`config.mk`:
```
export PLATFORM = sky130hd
export DESIGN_NAME = seq_match_counter
export DESIGN_NICKNAME = d
export VERILOG_FILES = /design/src/rtl/seq_match_counter_pkg.sv /design/src/rtl/win_timer.sv /design/src/rtl/seq_match_counter.sv
export SDC_FILE = /design/constraint.sdc
export NUM_CORES = 1
export LEC_CHECK = 0
export CAP_MARGIN = 25
export CORE_ASPECT_RATIO = 0.9
export CORE_UTILIZATION = 45
export CTS_BUF_LIST = sky130_fd_sc_hd__clkbuf_8
export DETAILED_ROUTE_END_ITERATION = 16
export MAX_ROUTING_LAYER = met4
export PLACE_DENSITY = 0.71
export SETUP_SLACK_MARGIN = 0.02
export SYNTH_ARGS = -nofsm -noshare
export SYNTH_HDL_FRONTEND = slang
export SYNTH_SLANG_ARGS = --single-unit
```
`constraint.sdc`:
```
create_clock -name clk -period 1.7 [get_ports clk]
set_input_delay 0.17 -clock clk [delete_from_list [all_inputs] [get_ports clk]]
set_output_delay 0.17 -clock clk [all_outputs]
set_load 0.1 [all_outputs]
```
`src/rtl/seq_match_counter_pkg.sv`:
```
// Shared types, default parameters and helpers for the match-window counter.
package seq_match_counter_pkg;

    typedef enum logic {
        EMPTY = 1'b0,
        FULL  = 1'b1
    } state_t;

    localparam int DEF_WIN_LEN = 16;
    localparam int DEF_CNT_W   = 8;

    // Increment that sticks at max_val instead of wrapping.
    function automatic logic [31:0] sat_inc(input logic [31:0] val, input logic [31:0] max_val);
        return (val >= max_val) ? max_val : val + 32'd1;
    endfunction

endpackage

```
`src/rtl/win_timer.sv`:
```
// Window timer: counts enabled cycles modulo WIN_LEN and flags the last one.
module win_timer #(
    parameter int WIN_LEN = 16
) (
    input  logic clk,
    input  logic rst,
    input  logic en,
    output logic last
);

    localparam int W = $clog2(WIN_LEN);
    localparam logic [W-1:0] PRE_LAST = W'(WIN_LEN - 2);

    logic [W-1:0] wcnt;

    // last is precomputed one step ahead so it is a flop, not a decode of wcnt.
    always_ff @(posedge clk) begin
        // NOTE: sequential state uses non-blocking assignments so every flop samples pre-edge values.
        if (rst) begin
            wcnt <= '0;
            last <= 1'b0;
        end else if (en) begin
            if (last) begin
                wcnt <= '0;
                last <= 1'b0;
            end else begin
                wcnt <= wcnt + 1'b1;
                last <= (wcnt == PRE_LAST);
            end
        end
    end

endmodule

```
`src/rtl/seq_match_counter.sv`:
```
// Counts detector matches per window and hands each saturating count downstream
// over a valid/ready handshake with a sticky overrun flag.
module seq_match_counter
    import seq_match_counter_pkg::*;
#(
    parameter int WIN_LEN = DEF_WIN_LEN,
    parameter int CNT_W   = DEF_CNT_W
) (
    input  logic             clk,
    input  logic             rst,
    input  logic             en,
    input  logic             z,
    output logic [CNT_W-1:0] count_out,
    output logic             count_sat,
    output logic             count_valid,
    input  logic             count_ready,
    output logic             overrun
);

    localparam logic [CNT_W-1:0] MAX_CNT = '1;

    logic             last;
    logic             close;
    logic             at_max;
    logic [CNT_W-1:0] acc;
    logic [CNT_W-1:0] acc_inc;
    logic             sat_w;
    state_t           state;

    win_timer #(.WIN_LEN(WIN_LEN)) u_win_timer (
        .clk  (clk),
        .rst  (rst),
        .en   (en),
        .last (last)
    );

    assign close       = en & last;
    assign at_max      = (acc == MAX_CNT);
    assign acc_inc     = CNT_W'(sat_inc(32'(acc), 32'(MAX_CNT)));
    assign count_valid = (state == FULL);

    always_ff @(posedge clk) begin
        if (rst) begin
            acc       <= '0;
            sat_w     <= 1'b0;
            count_out <= '0;
            count_sat <= 1'b0;
            overrun   <= 1'b0;
            state     <= EMPTY;
        end else begin
            // The closing cycle's z still counts toward the window being closed.
            if (close) begin
                count_out <= z ? acc_inc : acc;
                count_sat <= sat_w | (z & at_max);
                acc       <= '0;
                sat_w     <= 1'b0;
            end else if (en & z) begin
                acc   <= acc_inc;
                sat_w <= sat_w | at_max;
            end

            case (state)
                EMPTY: begin
                    if (close) state <= FULL;
                end
                FULL: begin
                    if (close) begin
                        if (!count_ready) overrun <= 1'b1;
                    end else if (count_ready) begin
                        state <= EMPTY;
                    end
                end
                default: state <= EMPTY;
            endcase
        end
    end

endmodule

```
==> summary.md <==
| Metric | Value |
|---|---|
| Most common cell in the netlist | `dfxtp_1` |
| Gpl congestion | `0.925` |
| Total congestion overflow | `0` |
| Die Width | `56.0 um` |
| Final core occ | `58.4%` |
| Pre-Repair DR Iteration Count | `4` |
| Post-synth top area cell | `dfxtp_1` |
| Routed wire length on met3 | `146 um` |
| Peak VDD IR | `703 uV` |
| Outcome | `complete, no violations` |
| Synth top area share | `42.3%` |
| First-pass GRT wire length | `4720 um` |
| Maxcap violations | `0` |
| Crit path DAT | `1.67 ns` |
| Worst min path class | `flip-flop to flip-flop` |
| PwrDens | `707 mW/mm^2` |
| Root Driver | `clkbuf_8` |
| Largest net degree at the start of global routing | `15` |
| Layout net count | `168` |
| Register area share after synthesis | `42.3%` |
| Post-Syn Area | `0.00118 mm^2` |
| Die area | `0.00284 mm^2` |
| Storage element area | `500 um^2` |
| H-Tree Level Count | `1` |
| RSZ-0062 raised after global routing | `false` |
| CTS clk-pin slew, worst paths | `0.08 ns` |
| Asr flop ratio synth | `0%` |
| Inst Count DP | `183` |
| Tcrit/Tclk final | `87.3%` |
| Fin. Hold Viols | `0` |
| Area grow syn2layout | `21.9%` |
| CTS Sinks | `25` |
| Req. time, crit path | `1.89 ns` |
| Worst skew pair latency | `0.26 ns` |
| PortBufs | `15` |
| Post-synth top flop | `dfxtp_1` |
| Relative slew slack | `68.3%` |
| Vias in the first global route | `1044` |
| Metal2 WL | `1260 um` |
| Synth cell count leaders | `dfxtp_1 (25), nor2_1 (19), a21oi_1 (12), nand2_1 (10), o21ai_0 (7)` |
| Drt wl/cell | `14.4 um` |
| I/O Pins | `16` |
| Avg Cell Area, Syn | `8.69 um^2` |
| Fillers | `236` |
| Ys Warns | `0` |
| Diode count | `0` |
| Unique masters post-synth | `41` |
| Clock Skews | `0.00211 ns` |
| Initial Util | `47.9%` |
| Critical Path Start Type | `flip-flop` |
| Via count | `1089` |
| Leakage | `0.554 nW` |
| DRT antenna net count | `0` |
| Highest metal used | `met4` |
| Maximum clock path buffer count | `2` |
| Mapped Nets | `144` |
| CP endpoint kind | `flip-flop` |
| Core area | `0.00247 mm^2` |
| Clock period minus worst slack | `1.48 ns` |
| Yosys reg bits | `25` |
| Max-slew violations | `0` |
| Die Y | `50.6 um` |
| CTS tree | `built` |
| Share of cells above drive strength 1 | `22.0%` |
| DPL Wire Length | `2050 um` |
| Met1 WL | `1270 um` |
| Cell row count | `17` |
| WS Path Type | `flip-flop to flip-flop` |
| Setup violations, final | `0` |
| Routed WL | `2690 um` |
| Fmax achieved | `674 MHz` |
| Initial antenna violation count | `0` |
| Synth area leaders | `dfxtp_1 (42%), nor2_1 (6.0%), a21oi_1 (5.1%)` |
| Post-synthesis cell count | `136` |
| Area of the multi-input gates | `648 um^2` |
| Routed vias/inst | `5.82` |
| Post-synth EDFFs | `0` |
| Fin cells | `187` |
| Crit-path max FO | `8` |
| Total GRT Usage | `21.7%` |
| DRC violations left | `0` |
| Cts hold-fix bufs | `0` |
| Drt initial violations | `42` |
| Least-Margin Pin Slew | `0.475 ns` |
| TritonCTS Buffers | `3` |
report_power, final:
| part | leakage (nW) | internal, mW | switching (mW) |
|---|---|---|---|
| Combinational | 0.325 | 0.0348 | 0.0445 |
| Sequential | 0.202 | 0.594 | 0.00900 |
| Clock | 0.0269 | 0.161 | 0.176 |
| Total | 0.554 | 0.790 | 0.229 |
path summary, 6_finish.rpt:
kind	end	slack (ns)	depth (start not counted)	from
hold / removal	count_out[2]$_SDFFE_PP0P_	0.46	2	count_out[2]$_SDFFE_PP0P_
setup reg to reg	count_sat$_SDFFE_PP0P_	0.22	5	acc[1]$_SDFFE_PP0P_
hold reg to reg	count_out[2]$_SDFFE_PP0P_	0.46	2	count_out[2]$_SDFFE_PP0P_
setup / recovery	count_sat$_SDFFE_PP0P_	0.22	5	acc[1]$_SDFFE_PP0P_
cells in the final DEF, fill, tap and decap left out, types with 2 or more instances in the layout:
master	instances
o21ai_0	7
clkbuf_8	3
ha_1	2
xor2_1	2
nor4_1	2
o211ai_1	2
a211oi_1	6
nand3_1	3
nor3_1	4
dfxtp_1	25
nand2b_1	2
buf_4	22
a31oi_1	2
clkdlybuf4s50_1	4
nor2_1	19
mux2i_1	2
nand2_1	10
inv_1	3
nand4_1	4
a21oi_1	12
cell type report:
cell class | count | area share [%]
flip-flops and latches | 25 | 34.7
clock buffers | 3 | 2.86
multi-input cells | 102 | 45.0
well taps | 28 | 2.43
repair buffers | 26 | 14.2
inverters | 2 | 0.521
clock inverters | 1 | 0.260
layer usage:
metal	up-vias	GRT usage, %
li1	542	-
met1	508	28.1
met2	35	35.5
met3	4	5.41
met4	0	2.44
met5	-	-
stage by stage:
| step | TNS [ns] | power [mW] | area, um^2 | hold WS (ns) | setup slack (ns) |
|---|---|---|---|---|---|
| CTS | 0 | 1.03 | 1440 | 0.462 | 0.202 |
| finish | 0 | 1.02 | 1440 | 0.456 | 0.216 |
| global placement | 0 | 0.693 | 1390 | 0.441 | 0.00640 |
| floorplan | 0 | 0.659 | 1180 | 0.271 | 0.280 |
| detailed placement | -0.103 | 0.695 | 1390 | 0.441 | -0.0490 |
| global route | 0 | 1.06 | 1440 | 0.496 | 0.0310 |
sequential cells by signal (all words and copies together) (netlist names):
register,cells
u_win_timer.wcnt,4
count_out,8
sat_w,1
acc,8
count_valid,1
u_win_timer.last,1
count_sat,1
overrun,1
repair_timing:
| action | in CTS | in global routing |
|---|---|---|
| setup buffers | 0 | 0 |
| setup endpoints to repair | 0 | 1 |
| gates resized for setup | 0 | 1 |
critical path, stage by stage, from the launching register on:
cell      delay, ns
dfxtp_1        0.40
ha_2           0.23
nand3_2        0.18
nor2_2         0.27
a211oi_1       0.12
nor3_1         0.20
cell families after synthesis:
| logic type | synth area share, % |
|---|---|
| simple gates | 25.5 |
| mux | 2.65 |
| fa+ha+maj | 3.17 |
| xor+xnor | 2.22 |
| buf+inv | 3.07 |
| compound gates | 21.1 |
| flops | 42.3 |
(Power assumes the default switching activity.)
